[config.mk]
export PLATFORM = sky130hd
export DESIGN_NAME = crc_code_controller
export DESIGN_NICKNAME = d
export VERILOG_FILES = /design/src/rtl/crc_code_controller.sv
export SDC_FILE = /design/constraint.sdc
export NUM_CORES = 1
export LEC_CHECK = 0
export BUFFER_PORTS_ARGS = -buffer_cell sky130_fd_sc_hd__buf_2
export CELL_PAD_IN_SITES_DETAIL_PLACEMENT = 0
export CELL_PAD_IN_SITES_GLOBAL_PLACEMENT = 1
export CORE_AREA = 2 2 39 41
export CTS_BUF_LIST = sky130_fd_sc_hd__clkbuf_16
export CTS_CLUSTER_DIAMETER = 60
export DETAILED_ROUTE_END_ITERATION = 10
export DIE_AREA = 0 0 41 43
export PLACE_DENSITY = 0.72
export SLEW_MARGIN = 25
export SYNTH_ARGS = -nofsm -noshare
export SYNTH_HDL_FRONTEND = slang
export SYNTH_SLANG_ARGS = --single-unit
[constraint.sdc]
create_clock -name clk -period 4.15 [get_ports clk]
set_clock_uncertainty 0.2 [all_clocks]
set_input_delay 0.2075 -clock clk [delete_from_list [all_inputs] [get_ports clk]]
set_output_delay 0.2075 -clock clk [all_outputs]
set_load 0.005 [all_outputs]
[src/rtl/crc_code_controller.sv]
// crc_code_controller: load/shift/write-strobe sequencer for the CRC encoder write path.
// Optional macro CRC_CTRL_QUEUE_EN adds a one-deep pending request flag.
module crc_code_controller #(
    parameter int SHIFT_CYCLES = 16
) (
    input  logic clk,
    input  logic rst,
    input  logic write,
    output logic shift_en,
    output logic load_en,
    output logic data_valid,
    output logic controller_busy
);
    localparam int W = $clog2(SHIFT_CYCLES + 1);
    typedef enum logic [1:0] {IDLE, LOAD, SHIFT, DONE} state_t;
    state_t         r_state;
    logic [W-1:0]   r_cnt;
`ifdef CRC_CTRL_QUEUE_EN
    logic           r_pend;
`endif
    // Outputs are registered alongside the state so they always match it.
    always_ff @(posedge clk) begin
        if (rst) begin
            r_state         <= IDLE;
            r_cnt           <= '0;
            load_en         <= 1'b0;
            shift_en        <= 1'b0;
            data_valid      <= 1'b0;
            controller_busy <= 1'b0;
`ifdef CRC_CTRL_QUEUE_EN
            r_pend          <= 1'b0;
`endif
        end else begin
            load_en    <= 1'b0;
            shift_en   <= 1'b0;
            data_valid <= 1'b0;
            case (r_state)
                IDLE: if (write) begin
                    r_state         <= LOAD;
                    load_en         <= 1'b1;
                    controller_busy <= 1'b1;
                end
                LOAD: begin
                    r_cnt    <= '0;
                    r_state  <= SHIFT;
                    shift_en <= 1'b1;
`ifdef CRC_CTRL_QUEUE_EN
                    r_pend   <= r_pend | write;
`endif
                end
                SHIFT: begin
                    r_cnt <= r_cnt + 1'b1;
                    if (r_cnt == W'(SHIFT_CYCLES - 1)) begin
                        r_state    <= DONE;
                        data_valid <= 1'b1;
                    end else begin
                        shift_en <= 1'b1;
                    end
`ifdef CRC_CTRL_QUEUE_EN
                    r_pend <= r_pend | write;
`endif
                end
                DONE: begin
`ifdef CRC_CTRL_QUEUE_EN
                    if (r_pend || write) begin
                        r_state <= LOAD;
                        load_en <= 1'b1;
                        r_pend  <= 1'b0;
                    end else begin
                        r_state         <= IDLE;
                        controller_busy <= 1'b0;
                    end
`else
                    r_state         <= IDLE;
                    controller_busy <= 1'b0;
`endif
                end
                default: r_state <= IDLE;
            endcase
        end
    end
endmodule

**Word level (Yosys, flattened, before mapping)**

Index checks and enable logic that the tools add are counted.

- Register bits: 11
- Logic and storage cells: 32

- $add $sub $neg: 1
- Eq/ne operators: 6
- Muxes and demuxes: 10
- Bitwise operators: 2
- Reduce and logical (&&, ||, !) cells: 7

Operator list:

| cell | count |
|---|---|
| $pmux W5 S2 | 1 |
| $pmux W2 S4 | 1 |
| $add A5 B1 Y5 const B | 1 |
| $eq A5 B4 Y1 const B | 1 |
| $eq A2 B2 Y1 const B | 2 |
| $mux W1 | 4 |
| $mux W2 | 2 |
| $ne A2 B2 Y1 const B | 2 |
| $pmux W1 S2 | 2 |
| $reduce_and A2 Y1 | 2 |
| $reduce_bool A2 Y1 | 2 |
| $reduce_or A2 Y1 | 2 |
| $eq A2 B1 Y1 const B | 1 |
| $logic_not A2 Y1 | 1 |
| $not A1 Y1 | 2 |

**Logic depth before layout (Yosys ltp)**

- Depth in word-level cells: 3
- Gate-level depth with buffers: 6
- Mapped depth without buffers: 6

**Worst setup path after synthesis**

No wires, ideal clock.

- Path kind: reg2reg
- Start point: register r_state[0]
- End point: register r_cnt[3]
- Setup time: 74 ps
- Arrival time: 1320 ps
- Required time: 3876 ps
- Setup slack: 2555 ps
- Cell stages (with the launch flop): 6
- Cell sequence: dfxtp_1 inv_1 ha_1 nand2_2 or3_1 a31oi_1

- Word-level cells in the longest chain between the ends: 2

RTL lines:

| item | line | RTL |
|---|---|---|
| from (decl) | 16 | `state_t r_state;` |
| from (signal assigned) | 24 | `r_state <= IDLE;` |
| from (signal assigned) | 39 | `r_state <= LOAD;` |
| from (signal assigned) | 45 | `r_state <= SHIFT;` |
| $eq A2 B2 Y1 or $eq A2 B1 Y1 (tied branches) | 37 | `case (r_state)` |
| $pmux W5 S2 or $reduce_bool A2 Y1 (tied branches) | - |  |
| to (signal assigned) | 52 | `r_cnt <= r_cnt + 1'b1;` |
| to (decl) | 17 | `logic [W-1:0] r_cnt;` |

Several ways; a longest one is shown, not always the timed one.
A chain may end at the register's enable or synchronous reset.

**Final worst setup path**

Ends and elaborated chain as after synthesis.

==> results.cfg <==
[route]
vias = 432
drt_wl_total_um = 951
vias_per_cell = 5.082
drt_pass1_iterations = 4
antenna_left = 0
drt-wirelength-per-cell_um = 11.19
drtIter0Drc = 8
drc_errors = 0

[power_and_ir_drop]
p_leak_nw = 0.2752
peakVddDrop_v = 0.0002879
combPwrFrac_pct = 29.5
pwr-share-seq_pct = 31.2
power.density_nw_per_um2 = 680.8
p_sw_share_pct = 31.16
power_switching_mw = 0.1359
p_int_mw = 0.3002
pwr-share-clk_pct = 39.3

[synthesis]
ys_warn_count = 0
syn_inst = 61
yosysTopAreaCell = dfxtp_1
synth.distinct_cells = 20
avgSynthCellArea_um2 = 8.574
yosysSeqAreaShare_pct = 42.11
synth_area_um2 = 523.0
synth_seq_cells = 11
synth_top_cell_area_share_pct = 42.11
syn_nets = 70
synth_area_leaders = dfxtp_1, ha_1, a21oi_1, nand3_1, nor2b_1

[finish]
fin_nets = 79
layout_common_cells = dfxtp_1, inv_1, ha_1, buf_2
syn2layout_area_growth_pct = 22.49
n_antenna_cell = 0
drive_above_1_share_pct = 15.94
layout_commonest_cell = dfxtp_1

[cts]
postCtsSetupRepairBufs = 0
clk_pin_slew_ns = 0.04
cts_tree = done
cts_resized = 0
h-tree-depth = 1
cts_inserted_buffers = 3
cts.hold.buffers_added = 0
cts_max_path_buffers = 2
clock-sinks = 11
cts_root_buffer = clkbuf_16
insertion_delay_ns = 0.24

[sta]
clock.fmax_mhz = 575.2
hold_viol_final = 0
max_slew.worst_pin.slew_ns = 0.3195
finalCriticalPeriod_ns = 1.739
setup_slack_ns = 2.411
period_share_pct = 41.89
slew_headroom_pct = 78.70
setup-tns-final_ns = 0
setup_viol = 0
drv_slew = 0
rsz0062_at_grt = false

[die]
die_y_um = 43
dieArea_um2 = 1763
io_pins = 7
rows = 14
core_area_um2 = 1384
dieWidth_um = 41
start_util_pct = 37.79

[flow_run]
max_cap_viol_count = 0

[global_route]
grt_max_degree = 12
grt_pass1_vias = 428
grt_overflow_total = 0
grt_use_total_pct = 14.79
antenna_found_initial = 0
grt_pass1_wl_mm = 1.718

[placed_design]
place.gp.congestion = 0.7782
io_buffers = 6
dp_slack_ns = 2.391
hpwl_um = 692.1

[worst_setup_path]
cp_cell_sequence = inv_1 -> ha_1 -> nand2_2 -> or3_1 -> a31oi_1
end_kind = register
critPathMaxStageDelay_ns = 0.41
crit_family = simple AND/OR/NAND/NOR gates
startpoint_type = register
cp_data_arrival_time_ns = 1.70
crit_type = reg -> reg
worst_ep_required_time_ns = 4.11
critPathLaunch = r_state[0]
r2r-start = r_state[0]
worstPathMaxFanout = 7
slowest_stage = ha_1
critPathBufInv = 1

[hold_path]
holdCritPathClass = in -> reg
min_from = write

[run_status]
outcome = completed
==> through the flow <==
stage	area (um2)	cells	total power, mW	hold slack [ns]	util, %
after global placement	561.8	81	0.2675	0.2583	40.60
after global routing	640.6	85	0.4720	0.04227	46.29
final	640.6	85	0.4361	0.02529	46.29
after floorplan	523.0	61	0.2375	0.07911	-
after CTS	640.6	85	0.4450	0.02421	46.29
after detailed placement	561.8	81	0.2677	0.2708	40.60
==> power groups by stage <==
stage                     registers [mW]  logic, mW  clock network (mW)
after floorplan                    0.137      0.100                   0
after global placement             0.138      0.130                   0
after detailed placement           0.138      0.130                   0
after CTS                          0.136      0.131               0.178
after global routing               0.139      0.150               0.183
final                              0.136      0.129               0.171
==> synthesized netlist by cell type <==
master / count
clkbuf_1: 1
nor3_1: 2
nor2b_1: 4
a21oi_1: 5
or3_1: 1
nand4b_1: 1
ha_1: 6
inv_1: 5
buf_4: 1
nand2_2: 1
o22ai_1: 1
o21ai_0: 3
nand2_1: 4
and3_1: 1
nor2_1: 5
nand3_1: 5
nand2b_1: 2
dfxtp_1: 11
a31oi_1: 1
mux2_2: 1
==> flip-flops by register name, indices dropped and copies added, names as in the netlist <==
signal / count
controller_busy: 1
data_valid: 1
load_en: 1
r_cnt: 5
r_state: 2
shift_en: 1
==> worst min-delay path: stages <==
cell,delay (ns)
buf_2,0.12
nand2_1,0.06
nor2_1,0.03
==> cells by family (layout without fill, tap and decap cells) <==
family                     count (synthesis)  after routing  share of synthesized area (%)
DFF                                       11             11                          42.11
and+or+nand+nor                           26             26                          25.60
muxes                                      1              1                          2.153
adders and majority gates                  6              6                          14.35
AOI/OAI and AO/OA                         10             10                          10.05
buffers and inverters                      7             15                          5.742
==> cell type report <==
type,count,area (um2)
fillers,138,743.2
well taps,16,20.02
clock buffers,3,75.07
inverters,5,18.77
flip-flops and latches,11,220.2
repair buffers,6,30.03
multi-input cells,43,272.8
clock inverters,1,3.754
==> worst paths after layout <==
path | endpoint | slack, ns | depth (start not counted)
worst min register to register | controller_busy | 0.28 | 2
worst max-delay path | r_cnt[3] | 2.41 | 5
worst max register to register | r_cnt[3] | 2.41 | 5
worst min-delay path | load_en | 0.03 | 3
==> per-layer routing <==
metal | routed length [um] | global-route usage, %
met1 | 448 | 16.83
met2 | 442 | 21.25
met3 | 29 | 4.712
met4 | 31 | 12.00
met5 | 0 | 0
Note: power is estimated with default switching activity, not from simulation.
